$ cat src/rtl/pwm_multi_pkg.sv
// Shared types and helpers for the pwm_multi_dither slice: width helpers,
// saturating increment and the PRESCALE legal range.
package pwm_multi_pkg;

  localparam int PRESCALE_MIN = 1;
  localparam int PRESCALE_MAX = 1024;

  typedef enum logic {
    ST_IDLE    = 1'b0,
    ST_PENDING = 1'b1
  } commit_state_e;

  // Select / counter width, never below one bit.
  function automatic int sel_width(input int n);
    return (n > 1) ? $clog2(n) : 1;
  endfunction

  function automatic int duty_width(input int w, input int f);
    return w + f;
  endfunction

  // v + c, clamped at 2^w - 1.
  function automatic logic [31:0] sat_inc(input logic [31:0] v, input logic c, input int w);
    logic [31:0] max_v;
    max_v = (32'd1 << w) - 32'd1;
    if (c && (v < max_v)) return v + 32'd1;
    return v;
  endfunction

endpackage

$ cat src/rtl/pwm_channel.sv
// One PWM channel: active duty register, optional first-order dither
// (PWM_DITHER_EN) and the registered compare output.
module pwm_channel
  import pwm_multi_pkg::*;
#(
  parameter int WIDTH = 16,
  parameter int FRAC  = 8
) (
  input  logic                  clk,
  input  logic                  rst,
  input  logic                  enable,
  input  logic                  wrap,
  input  logic                  load,
  input  logic [WIDTH+FRAC-1:0] shadow,
  input  logic [WIDTH-1:0]      cnt,
  output logic                  pwm_out
);

  logic [WIDTH-1:0] active;

`ifdef PWM_DITHER_EN
  logic [WIDTH+FRAC-1:0] committed;
  logic [WIDTH+FRAC-1:0] src;
  logic [FRAC:0]         acc;
  logic [FRAC-1:0]       err;
  logic [WIDTH-1:0]      active_nxt;

  // On the commit wrap the fresh shadow is used directly as the source.
  always_comb begin
    src        = load ? shadow : committed;
    acc        = {1'b0, err} + {1'b0, src[FRAC-1:0]};
    active_nxt = WIDTH'(sat_inc(32'(src[WIDTH+FRAC-1:FRAC]), acc[FRAC], WIDTH));
  end

  always_ff @(posedge clk) begin
    if (rst) begin
      committed <= '0;
      err       <= '0;
      active    <= '0;
    end else begin
      if (load) committed <= shadow;
      if (wrap) begin
        active <= active_nxt;
        err    <= acc[FRAC-1:0];
      end
    end
  end
`else
  logic unused_dither;
  assign unused_dither = ^{shadow[FRAC-1:0], wrap};

  always_ff @(posedge clk) begin
    if (rst) active <= '0;
    else if (load) active <= shadow[WIDTH+FRAC-1:FRAC];
  end
`endif

  always_ff @(posedge clk) begin
    if (rst) pwm_out <= 1'b0;
    else     pwm_out <= enable & (cnt < active);
  end

endmodule

$ cat src/rtl/pwm_multi_dither.sv
// Multi-channel PWM: prescaler, period counter, shadow bank and commit FSM.
// Optional dither of fractional duty bits when PWM_DITHER_EN is defined.
//   state      | meaning
//   ST_IDLE    | no commit armed, shadow bank writable
//   ST_PENDING | commit armed, shadows locked until the next wrap
module pwm_multi_dither
  import pwm_multi_pkg::*;
#(
  parameter int CHANNELS = 4,
  parameter int WIDTH    = 16,
  parameter int FRAC     = 8,
  parameter int PRESCALE = 10
) (
  input  logic                                       clk,
  input  logic                                       rst,
  input  logic                                       enable,
  input  logic                                       duty_valid,
  output logic                                       duty_ready,
  input  logic [sel_width(CHANNELS)-1:0]             duty_ch,
  input  logic [duty_width(WIDTH, FRAC)-1:0]         duty_val,
  input  logic                                       commit,
  output logic [CHANNELS-1:0]                        pwm_out,
  output logic                                       period_start,
  output logic                                       pending
);

  localparam int CH_W = sel_width(CHANNELS);
  localparam int PS_W = sel_width(PRESCALE);
  localparam int DW   = duty_width(WIDTH, FRAC);

  if (PRESCALE < PRESCALE_MIN || PRESCALE > PRESCALE_MAX) begin : g_bad_prescale
    $error("pwm_multi_dither: PRESCALE out of range");
  end

  logic [PS_W-1:0] ps_cnt;
  logic [WIDTH-1:0] cnt;
  logic             tick;
  logic             wrap;
  logic             load;
  logic             wr_en;
  commit_state_e    state;
  logic [DW-1:0]    shadow [CHANNELS];

  assign tick       = (ps_cnt == PS_W'(PRESCALE - 1));
  assign wrap       = tick && (cnt == {WIDTH{1'b1}});
  assign pending    = (state == ST_PENDING);
  assign load       = wrap && pending;
  assign duty_ready = !rst && !pending;
  assign wr_en      = duty_valid && duty_ready;

  always_ff @(posedge clk) begin
    if (rst) begin
      ps_cnt       <= '0;
      cnt          <= '0;
      period_start <= 1'b0;
    end else begin
      ps_cnt       <= tick ? '0 : ps_cnt + PS_W'(1);
      if (tick) cnt <= cnt + WIDTH'(1);
      period_start <= wrap;
    end
  end

  always_ff @(posedge clk) begin
    if (rst) begin
      state <= ST_IDLE;
    end else begin
      case (state)
        ST_IDLE:    if (commit) state <= ST_PENDING;
        ST_PENDING: if (wrap)   state <= ST_IDLE;
        default:    state <= ST_IDLE;
      endcase
    end
  end

  // Out-of-range channel writes are accepted and simply match no entry.
  always_ff @(posedge clk) begin
    if (rst) begin
      for (int c = 0; c < CHANNELS; c++) shadow[c] <= '0;
    end else if (wr_en) begin
      for (int c = 0; c < CHANNELS; c++)
        if (duty_ch == CH_W'(c)) shadow[c] <= duty_val;
    end
  end

  for (genvar g = 0; g < CHANNELS; g++) begin : g_ch
    pwm_channel #(
      .WIDTH (WIDTH),
      .FRAC  (FRAC)
    ) u_ch (
      .clk     (clk),
      .rst     (rst),
      .enable  (enable),
      .wrap    (wrap),
      .load    (load),
      .shadow  (shadow[g]),
      .cnt     (cnt),
      .pwm_out (pwm_out[g])
    );
  end

endmodule

$ cat config.mk
export PLATFORM = sky130hd
export DESIGN_NAME = pwm_multi_dither
export DESIGN_NICKNAME = d
export VERILOG_FILES = /design/src/rtl/pwm_multi_pkg.sv /design/src/rtl/pwm_channel.sv /design/src/rtl/pwm_multi_dither.sv
export SDC_FILE = /design/constraint.sdc
export NUM_CORES = 1
export LEC_CHECK = 0
export CAP_MARGIN = 20
export CORE_MARGIN = 5
export CORE_UTILIZATION = 60
export CTS_BUF_LIST = sky130_fd_sc_hd__clkbuf_8
export CTS_CLUSTER_DIAMETER = 100
export DETAILED_ROUTE_END_ITERATION = 16
export PLACE_DENSITY = 0.76
export RECOVER_POWER = 50
export SLEW_MARGIN = 20
export SYNTH_ARGS = -nofsm -noshare
export SYNTH_HDL_FRONTEND = slang
export SYNTH_SLANG_ARGS = --single-unit
$ cat constraint.sdc
create_clock -name clk -period 3.6 [get_ports clk]
set_clock_uncertainty 0.1 [all_clocks]
set_input_delay 0.72 -clock clk [delete_from_list [all_inputs] [get_ports clk]]
set_output_delay 0.72 -clock clk [all_outputs]
set_load 0.03 [all_outputs]
======== Word-level counts from Yosys, hierarchy flattened ========
Memories as Yosys holds them, arrays and structs flattened. A register that Yosys moved wholly into a read port is not among the register bits.
Index checks and enable logic that the tools add are counted.
Widths: inputs -> output; s select.
word-level totals
  bits of input ports ..................... 31
  register bits after elaboration ......... 26
  memories kept ........................... 1
  bits in writable memories ............... 96
memory list
  memory  words  bits a word  rd ports  clocked after Yosys merged registers in  write ports  RTL line                text
  shadow  4      24           4         4                                        4            pwm_multi_dither.sv:42  logic [DW-1:0] shadow [CHANNELS];
cells by class
  reduce and logical (&&, ||, !) cells .... 8
  $add $sub $neg .......................... 2
  equal/unequal tests ..................... 5
  $lt $le $gt $ge ......................... 4
  mux-type cells .......................... 25
  bitwise logic cells ..................... 9
operators with widths
  kind                   count
  $mux 24                4
  $lt 16x16->1           4
  $mux 1                 20
  $add 16x1->16 const B  1
  $eq 16x16->1 const B   1
  $add 4x1->4 const B    1
  $and 1x1->1            4
  $eq 2x2->1 const B     2
  $eq 4x4->1 const B     1
  $logic_and 1x1->1      4
  $or 1x1->1             4
  $eq 2x1->1 const B     1
  $logic_not 1->1        2
  $logic_not 2->1        1
  $pmux 1 s2             1
  $reduce_or 2->1        1
  $not 1->1              1

======== Depth between registers and ports, before layout ========
Gate-level depths: netlist of the first run.
  depth after elaboration ................. 7
  depth in mapped cells ................... 8
  depth with buffers taken out ............ 6

======== Modules after synthesis ========
A second synthesis of the first run with hierarchy kept.
second synthesis, totals
  cell total of the unflattened synthesis .. 749
  area, all modules ....................... 8481.9 um2
by module, submodules not included
  module                          cells each  area each (um2)  instances
  pwm_multi_dither                325         4588.2           1
  pwm_channel (g_ch[0].u_ch ...)  106         974.7            3
  pwm_channel (g_ch[2].u_ch)      106         969.7            1

======== Worst setup path after synthesis of the first run ========
OpenSTA, ideal clock, no wires.
  kind .................................... input-to-reg
  start point ............................. input port rst
  end point ............................... memory shadow[0][10] (netlist bit) (enable)
  path slack .............................. 964 ps
  path buffers ............................ 1
  setup time .............................. 334 ps
  data arrival time ....................... 2202 ps
  cell stages on the path ................. 5
  data required time ...................... 3166 ps
  cells stage by stage .................... clkbuf_1 -> nor2_1 -> nand2_1 -> nor3_1 -> or2_2
RTL lines
  item                RTL line                text
  start: declaration  pwm_multi_dither.sv:15  input logic rst,
  end: declaration    pwm_multi_dither.sv:42

==> results of run 1 <==
==> state kept, by name, indices dropped and copies added, names as in the netlist <==
signal,flops
pending,1
cnt,16
g_ch.u_ch.pwm_out,4
period_start,1
ps_cnt,4
g_ch.u_ch.active,64
shadow,64
==> worst reg2reg max path, stage by stage, from the launching register on <==
cell	delay, ns
dfxtp_1	0.44
nor2_1	0.24
nand3_1	0.12
nor2_1	0.10
clkbuf_1	0.47
or2_0	0.96
==> worst paths after layout <==
kind                                                            from                              endpoint  depth (start not counted)
worst max-delay path                                      duty_ch[1]           shadow[2][22]$_SDFFCE_PN0P_                          5
worst min-delay path            g_ch[3].u_ch.active[14]$_SDFFE_PP0P_  g_ch[3].u_ch.active[14]$_SDFFE_PP0P_                          2
worst max register to register                    pending$_SDFF_PP0_           shadow[2][22]$_SDFFCE_PN0P_                          5
worst min register to register  g_ch[3].u_ch.active[14]$_SDFFE_PP0P_  g_ch[3].u_ch.active[14]$_SDFFE_PP0P_                          2
==> power groups by stage <==
stage                     Clock, mW  Combinational (mW)  Sequential (mW)
after detailed placement          0               0.143             1.92
final                          1.39               0.141             1.88
after floorplan                   0              0.0793             1.91
after CTS                      1.40               0.143             1.88
after global routing           1.47               0.154             1.88
after global placement            0               0.137             1.91
==> placed cells by master, fill, tap and decap left out, drive strengths merged, types with 8 or more instances in the layout <==
| cell | count |
|---|---|
| dfxtp | 90 |
| clkdlybuf4s50 | 26 |
| or4 | 64 |
| nand2 | 10 |
| o21ai | 13 |
| nand3 | 10 |
| a2111oi | 8 |
| edfxtp | 64 |
| a21o | 12 |
| ha | 63 |
| inv | 73 |
| a21oi | 23 |
| nor3 | 12 |
| o31ai | 67 |
| nand4 | 13 |
| and2 | 64 |
| nand2b | 73 |
| clkbuf | 22 |
| nor2 | 19 |
==> kinds of logic after synthesis <==
group | synth area share, %
mux | 0.508
compound gates | 11.9
fa+ha+maj | 10.0
xor+xnor | 1.33
flops | 47.2
buf+inv | 6.39
simple gates | 22.7
==> area by class of cell <==
class,count,share of cell area [%]
Clock buffer,17,2.71
Clock inverter,15,2.16
Inverter,70,3.04
Multi-Input combinational cell,496,42.4
Sequential cell,154,43.1
Tap cell,172,2.49
Timing Repair Buffer,40,4.08
==> layer usage <==
layer  global-route usage (%)  routed length [um]  vias to the layer above
met5                        0                   0                        -
met4                     8.38                 385                        0
met3                     4.50                 994                       25
met2                     36.1                8140                      177
met1                     31.3                8010                     2653
li1                         -                   -                     2802
==> metrics.txt, run 1 <==
# TYPE chip_impl_metric gauge
chip_impl_metric{name="floorplan.die_area",unit="mm2"} 0.0155
chip_impl_metric{name="drt_first_iter_violations",unit=""} 467
chip_impl_metric{name="seq_area",unit="mm2"} 0.00372
chip_impl_metric{name="reg2reg_setup_slack",unit="ns"} 0.79
chip_impl_metric{name="port_buffers",unit=""} 29
chip_impl_metric{name="cts_made_buffers",unit=""} 17
chip_impl_metric{name="drcViolationCount",unit=""} 0
chip_impl_metric{name="wl",unit="um"} 17500
chip_impl_metric{name="grt_first_pass_wirelength",unit="um"} 28200
chip_impl_metric{name="wire_per_inst",unit="um"} 18.2
chip_impl_metric{name="antenna_found_initial",unit=""} 0
chip_impl_metric{name="starting_utilization_of_the_core_area",unit="%"} 61.7
chip_impl_metric{name="pin_count_of_the_biggest_net_entering_global_routing",unit=""} 102
chip_impl_info{name="cp_cell_sequence",value="dlygate4sd3_1 > nand3_1 > nor2_1 > clkbuf_1 > or2_0"} 1
chip_impl_info{name="synth_commonest_cells",value="dfxtp_1, nand2b_1, inv_1"} 1
chip_impl_metric{name="num_vias",unit=""} 5657
chip_impl_metric{name="grt.total_usage",unit="%"} 22.8
chip_impl_metric{name="route.antenna.remaining_nets",unit=""} 0
chip_impl_metric{name="power.share.switching",unit="%"} 21.9
chip_impl_metric{name="power.combinational.fraction",unit="%"} 4.2
chip_impl_metric{name="netlist_instances",unit=""} 773
chip_impl_info{name="synth_flop_cell",value="dfxtp_1"} 1
chip_impl_info{name="critPathSlowestCell",value="or2_0"} 1
chip_impl_metric{name="viasPerCell",unit=""} 5.87
chip_impl_metric{name="ys_seq_area_share",unit="%"} 47.2
chip_impl_metric{name="cp_num_buf_inv",unit=""} 2
chip_impl_metric{name="syn_to_final_growth",unit="%"} 9.54
chip_impl_info{name="most_frequent_cell_after_synthesis",value="dfxtp_1"} 1
chip_impl_metric{name="core_area",unit="mm2"} 0.0128
chip_impl_metric{name="total_power",unit="mW"} 3.41
chip_impl_metric{name="final_cells",unit=""} 964
chip_impl_metric{name="critical_path.max_stage_delay",unit="ns"} 0.96
chip_impl_metric{name="clock_latency",unit="ns"} 0.46
chip_impl_info{name="path_category_of_the_worst_min_delay_check",value="flip-flop to flip-flop"} 1
chip_impl_metric{name="place.detailed.hpwl",unit="um"} 12300
chip_impl_metric{name="netlist_area",unit="mm2"} 0.00789
chip_impl_metric{name="postCtsSetupRepairBufs",unit=""} 0
chip_impl_metric{name="top_level_ports",unit=""} 38
chip_impl_metric{name="fillers",unit=""} 960
chip_impl_metric{name="antenna_cells",unit=""} 0
chip_impl_metric{name="yosysUniqueCellTypes",unit=""} 42
chip_impl_metric{name="fin_util",unit="%"} 67.6
chip_impl_metric{name="critical_path_arrival",unit="ns"} 2.94
chip_impl_metric{name="layout-drive-gt1-share",unit="%"} 5.56
chip_impl_metric{name="worst_setup_hold_path_clk_slew",unit="ns"} 0.08
chip_impl_metric{name="post_synthesis_average_cell_area",unit="um2"} 10.2
chip_impl_metric{name="leakagePower",unit="nW"} 3.15
chip_impl_info{name="status",value="finished with violations"} 1
chip_impl_metric{name="worst_slew_margin_rel",unit="%"} -7.37
chip_impl_metric{name="hold_buffers_post_cts",unit=""} 0
chip_impl_metric{name="cellInternalPower",unit="mW"} 2.66
chip_impl_metric{name="cts_htree_levels",unit=""} 4
chip_impl_metric{name="crit_fanout",unit=""} 17
chip_impl_metric{name="critical_path_required",unit="ns"} 3.58
chip_impl_metric{name="hold_viol",unit=""} 0
chip_impl_metric{name="final_period_minus_worst_setup_slack",unit="ns"} 2.96
chip_impl_metric{name="final_report_setup_violation_count",unit=""} 0
chip_impl_info{name="post-synth-top-area-cell",value="edfxtp_1"} 1
chip_impl_metric{name="synthesized_flop_and_latch_total",unit=""} 154
chip_impl_metric{name="final_net_count",unit=""} 873
chip_impl_metric{name="final.period_utilization",unit="%"} 82.2
chip_impl_info{name="violations_in_the_final_reports",value="max-capacitance violations, max-slew violations"} 1
chip_impl_metric{name="place.detailed.instances",unit=""} 932
chip_impl_info{name="cts_tree",value="yes"} 1
chip_impl_metric{name="seq_power_share",unit="%"} 55.1
chip_impl_metric{name="fin_hold_ws",unit="ns"} 0.383
chip_impl_metric{name="cts_num_sinks",unit=""} 154
chip_impl_metric{name="final_area",unit="mm2"} 0.00864
chip_impl_metric{name="fp.dieW",unit="um"} 125
chip_impl_metric{name="number_of_global_route_vias_before_repair",unit=""} 5376
chip_impl_metric{name="fmax",unit="MHz"} 338
chip_impl_metric{name="cellPowerDensity",unit="mW/mm2"} 394
chip_impl_metric{name="multiInputGateArea",unit="mm2"} 0.00366
chip_impl_metric{name="yosysWarnings",unit=""} 0
chip_impl_metric{name="placed_cell_area",unit="mm2"} 0.00824
chip_impl_metric{name="detailedPlace.worstSlack",unit="ns"} 0.937
chip_impl_info{name="crit_path_class",value="primary input to flip-flop"} 1
chip_impl_info{name="synthTopCellsByArea",value="edfxtp_1, dfxtp_1, ha_1, o31ai_1, or4_1"} 1
chip_impl_metric{name="firstDrtPassIters",unit=""} 7
chip_impl_metric{name="max_cap_viols",unit=""} 1
chip_impl_metric{name="asyncSetResetFlopFracSynth",unit="%"} 0
chip_impl_metric{name="timing.setup.tns",unit="ns"} 0
chip_impl_info{name="rsz_0062_raised_after_global_routing",value="no"} 1
chip_impl_metric{name="gpl.final_weighted_congestion",unit=""} 0.920
chip_impl_info{name="critical_path.top_delay_family",value="simple AND/OR/NAND/NOR gates"} 1
chip_impl_metric{name="grt.overflow.total",unit=""} 0
chip_impl_metric{name="post-route-worst-setup-slack",unit="ns"} 0.641
chip_impl_info{name="critPathCaptureType",value="flip-flop"} 1
chip_impl_metric{name="vdd_drop_max",unit="mV"} 0.265
chip_impl_metric{name="final_max_slew_viol_count",unit=""} 102
chip_impl_metric{name="row_count",unit=""} 41
chip_impl_info{name="cts_root_buffer",value="clkbuf_8"} 1
chip_impl_metric{name="number_of_synthesized_flops_with_an_enable_pin",unit=""} 64
chip_impl_metric{name="synth_largest_type_area_fraction",unit="%"} 24.4
chip_impl_metric{name="transition_at_the_pin_with_the_smallest_max_transition_slack",unit="ns"} 1.61
chip_impl_metric{name="cts-root-to-sink-buffers",unit=""} 2
chip_impl_metric{name="power.share.clock",unit="%"} 40.7
chip_impl_metric{name="fp.dieH",unit="um"} 125
chip_impl_info{name="cp-start-kind",value="primary input"} 1
chip_impl_metric{name="p_switching",unit="mW"} 0.747
chip_impl_metric{name="syn_nets",unit=""} 867
chip_impl_metric{name="cts.repair.resized",unit=""} 0
No activity file was read; power rests on OpenSTA's default activity.
==> inputs of run 2 (changes only) <==
==> constraint.sdc (replaced) <==
create_clock -name clk -period 2.9 [get_ports clk]
set_clock_uncertainty 0.1 [all_clocks]
set_input_delay 0.58 -clock clk [delete_from_list [all_inputs] [get_ports clk]]
set_output_delay 0.58 -clock clk [all_outputs]
set_load 0.03 [all_outputs]
==> run 2 against run 1 <==
Largest power group unchanged. Count of clock-buffer cells in the layout unchanged. Clock power increased by 17%. Global-route usage increased by 0.63 points. Wire length increased by 2.0%. Worst setup slack got worse by 0.39 ns. First-iteration DRC count increased by 54%. Power increased by 22%. Sequential cell count unchanged. The run now ends clean. Final area about the same. Sequential power increased by 24%. Final cell count decreased by 0.10%. Combinational power increased by 26%.
==> metrics.txt, run 2 (same netlist as run 1, synthesis figures left out) <==
# TYPE chip_impl_metric gauge
chip_impl_metric{name="critical_path_required",unit="ns"} 2.22
chip_impl_metric{name="total_power",unit="mW"} 4.14
chip_impl_metric{name="post-route-worst-setup-slack",unit="ns"} 0.251
chip_impl_info{name="crit_path_class",value="flip-flop to primary output"} 1
chip_impl_metric{name="cts-root-to-sink-buffers",unit=""} 2
chip_impl_metric{name="leakagePower",unit="nW"} 3.14
chip_impl_metric{name="drcViolationCount",unit=""} 0
chip_impl_info{name="layout_common_cells",value="dfxtp_1, inv_1, nand2b_1, o31ai_1"} 1
chip_impl_metric{name="critical_path_arrival",unit="ns"} 1.97
chip_impl_metric{name="wire_per_inst",unit="um"} 18.6
chip_impl_metric{name="row_count",unit=""} 41
chip_impl_metric{name="crit_fanout",unit=""} 4
chip_impl_metric{name="firstDrtPassIters",unit=""} 5
chip_impl_info{name="path_category_of_the_worst_min_delay_check",value="flip-flop to flip-flop"} 1
chip_impl_metric{name="port_buffers",unit=""} 29
chip_impl_metric{name="syn_to_final_growth",unit="%"} 9.49
chip_impl_metric{name="transition_at_the_pin_with_the_smallest_max_transition_slack",unit="ns"} 1.14
chip_impl_info{name="critPathCaptureType",value="primary output"} 1
chip_impl_info{name="largest_registers",value="g_ch.u_ch.active (64), shadow (64), cnt (16)"} 1
chip_impl_metric{name="pin_count_of_the_biggest_net_entering_global_routing",unit=""} 155
chip_impl_info{name="cts_root_buffer",value="clkbuf_8"} 1
chip_impl_metric{name="worst_setup_hold_path_clk_slew",unit="ns"} 0.07
chip_impl_metric{name="cts_made_buffers",unit=""} 17
chip_impl_metric{name="postCtsSetupRepairBufs",unit=""} 0
chip_impl_metric{name="hold_buffers_post_cts",unit=""} 0
chip_impl_metric{name="worst_slew_margin_rel",unit="%"} 24.1
chip_impl_metric{name="layout-drive-gt1-share",unit="%"} 5.18
chip_impl_metric{name="final_max_slew_viol_count",unit=""} 0
chip_impl_metric{name="worst-r2r-cell-count",unit=""} 6
chip_impl_metric{name="core_area",unit="mm2"} 0.0128
chip_impl_metric{name="route.antenna.remaining_nets",unit=""} 0
chip_impl_metric{name="final.period_utilization",unit="%"} 91.3
chip_impl_info{name="cp-start-kind",value="flip-flop"} 1
chip_impl_info{name="worstSetupStartpoint",value="pending$_SDFF_PP0_"} 1
chip_impl_info{name="mostFrequentLayoutCell",value="dfxtp_1"} 1
chip_impl_metric{name="final_net_count",unit=""} 873
chip_impl_metric{name="antenna_found_initial",unit=""} 0
chip_impl_metric{name="final_period_minus_worst_setup_slack",unit="ns"} 2.65
chip_impl_metric{name="antenna_cells",unit=""} 0
chip_impl_metric{name="viasPerCell",unit=""} 6.01
chip_impl_metric{name="clock_latency",unit="ns"} 0.45
chip_impl_metric{name="place.detailed.hpwl",unit="um"} 12100
chip_impl_metric{name="max_cap_viols",unit=""} 0
chip_impl_info{name="setup.worst_path.end",value="duty_ready"} 1
chip_impl_metric{name="gpl.final_weighted_congestion",unit=""} 0.813
chip_impl_info{name="critical_hold_path_startpoint",value="g_ch[3].u_ch.active[1]$_SDFFE_PP0P_"} 1
chip_impl_metric{name="fp.dieH",unit="um"} 125
chip_impl_metric{name="final_report_setup_violation_count",unit=""} 0
chip_impl_metric{name="cts_htree_levels",unit=""} 4
chip_impl_metric{name="starting_utilization_of_the_core_area",unit="%"} 61.7
chip_impl_metric{name="timing.setup.tns",unit="ns"} 0
chip_impl_metric{name="floorplan.die_area",unit="mm2"} 0.0155
chip_impl_metric{name="detailedPlace.worstSlack",unit="ns"} 0.473
chip_impl_info{name="status",value="finished, final reports clean"} 1
chip_impl_metric{name="drt_first_iter_violations",unit=""} 718
chip_impl_metric{name="cellPowerDensity",unit="mW/mm2"} 480
chip_impl_info{name="rr_endpoint",value="g_ch[2].u_ch.active[0]$_SDFFE_PP0P_"} 1
chip_impl_info{name="crit-reg2reg-launch",value="cnt[0]$_SDFFE_PP0P_"} 1
chip_impl_metric{name="fillers",unit=""} 1000
chip_impl_metric{name="fmax",unit="MHz"} 378
chip_impl_metric{name="top_level_ports",unit=""} 38
chip_impl_metric{name="fp.dieW",unit="um"} 125
chip_impl_info{name="rsz_0062_raised_after_global_routing",value="no"} 1
chip_impl_metric{name="reg2reg_setup_slack",unit="ns"} 0.42
chip_impl_metric{name="wl",unit="um"} 17900
chip_impl_metric{name="num_vias",unit=""} 5785
chip_impl_metric{name="cts.repair.resized",unit=""} 0
chip_impl_metric{name="grt.total_usage",unit="%"} 23.5
chip_impl_metric{name="grt.overflow.total",unit=""} 0
chip_impl_info{name="cts_tree",value="yes"} 1
chip_impl_metric{name="grt_first_pass_wirelength",unit="um"} 29200
chip_impl_metric{name="vdd_drop_max",unit="mV"} 0.331
chip_impl_metric{name="cts_num_sinks",unit=""} 154
chip_impl_metric{name="hold_viol",unit=""} 0
chip_impl_metric{name="number_of_global_route_vias_before_repair",unit=""} 5538
[run 2: cell types whose count changed in the layout (fill, tap and decap cells not counted)]
cell	delta
clkbuf_2	-1
buf_4	-2
clkinv_1	+1
clkdlybuf4s50_1	+2
buf_12	+2
and2_1	+1
dlygate4sd3_1	-2
bufinv_16	-1
inv_6	+1
and2_0	-1
clkbuf_1	+1
clkinv_2	-2
[run 2: metal layers]
layer | part of all wire (%) | track usage (%) | vias to the layer above
met5 | 0 | 0 | -
met4 | 2.2 | 8.45 | 0
met3 | 6.1 | 4.50 | 22
met2 | 46 | 36.4 | 193
met1 | 45 | 32.9 | 2769
li1 | - | - | 2801
[run 2: final cells by class]
cell class | count | area [um2] | share of cell area (%)
inverters | 70 | 263 | 3.04
repair buffers | 40 | 377 | 4.36
multi-input cells | 496 | 3660 | 42.4
clock inverters | 14 | 159 | 1.84
flip-flops and latches | 154 | 3720 | 43.1
clock buffers | 17 | 234 | 2.71
well taps | 172 | 215 | 2.49
[run 2: stage by stage]
stage	utilization, %	cell area [um2]	hold slack, ns	std cells
finish	67.6	8630	0.382	963
global route	67.6	8630	0.400	963
CTS	67.7	8650	0.383	963
detailed placement	64.7	8260	0.366	932
global placement	64.7	8260	0.362	932
floorplan	-	7890	0.349	773
[run 2: power breakdown]
part	internal, mW	switching [mW]	total, mW	leakage (nW)
clock network	0.836	0.799	1.63	0.199
registers	2.31	0.0241	2.33	1.38
logic	0.0718	0.105	0.177	1.56
[run 2: worst min-delay path by stage]
stage	to	slack, ns	depth (start not counted)
final	g_ch[3].u_ch.active[1]$_SDFFE_PP0P_	0.38	2
after global routing	g_ch[0].u_ch.active[2]$_SDFFE_PP0P_	0.40	2
after CTS	g_ch[1].u_ch.active[3]$_SDFFE_PP0P_	0.38	2
after detailed placement	g_ch[3].u_ch.active[0]$_SDFFE_PP0P_	0.37	2
after global placement	g_ch[3].u_ch.active[15]$_SDFFE_PP0P_	0.36	2
after floorplan	g_ch[0].u_ch.active[15]$_SDFFE_PP0P_	0.35	2
[run 2: critical path: stages, from the launching register on]
cell and delay (ns):
dfxtp_1 0.40, nor2_1 0.37, clkdlybuf4s50_1 0.76
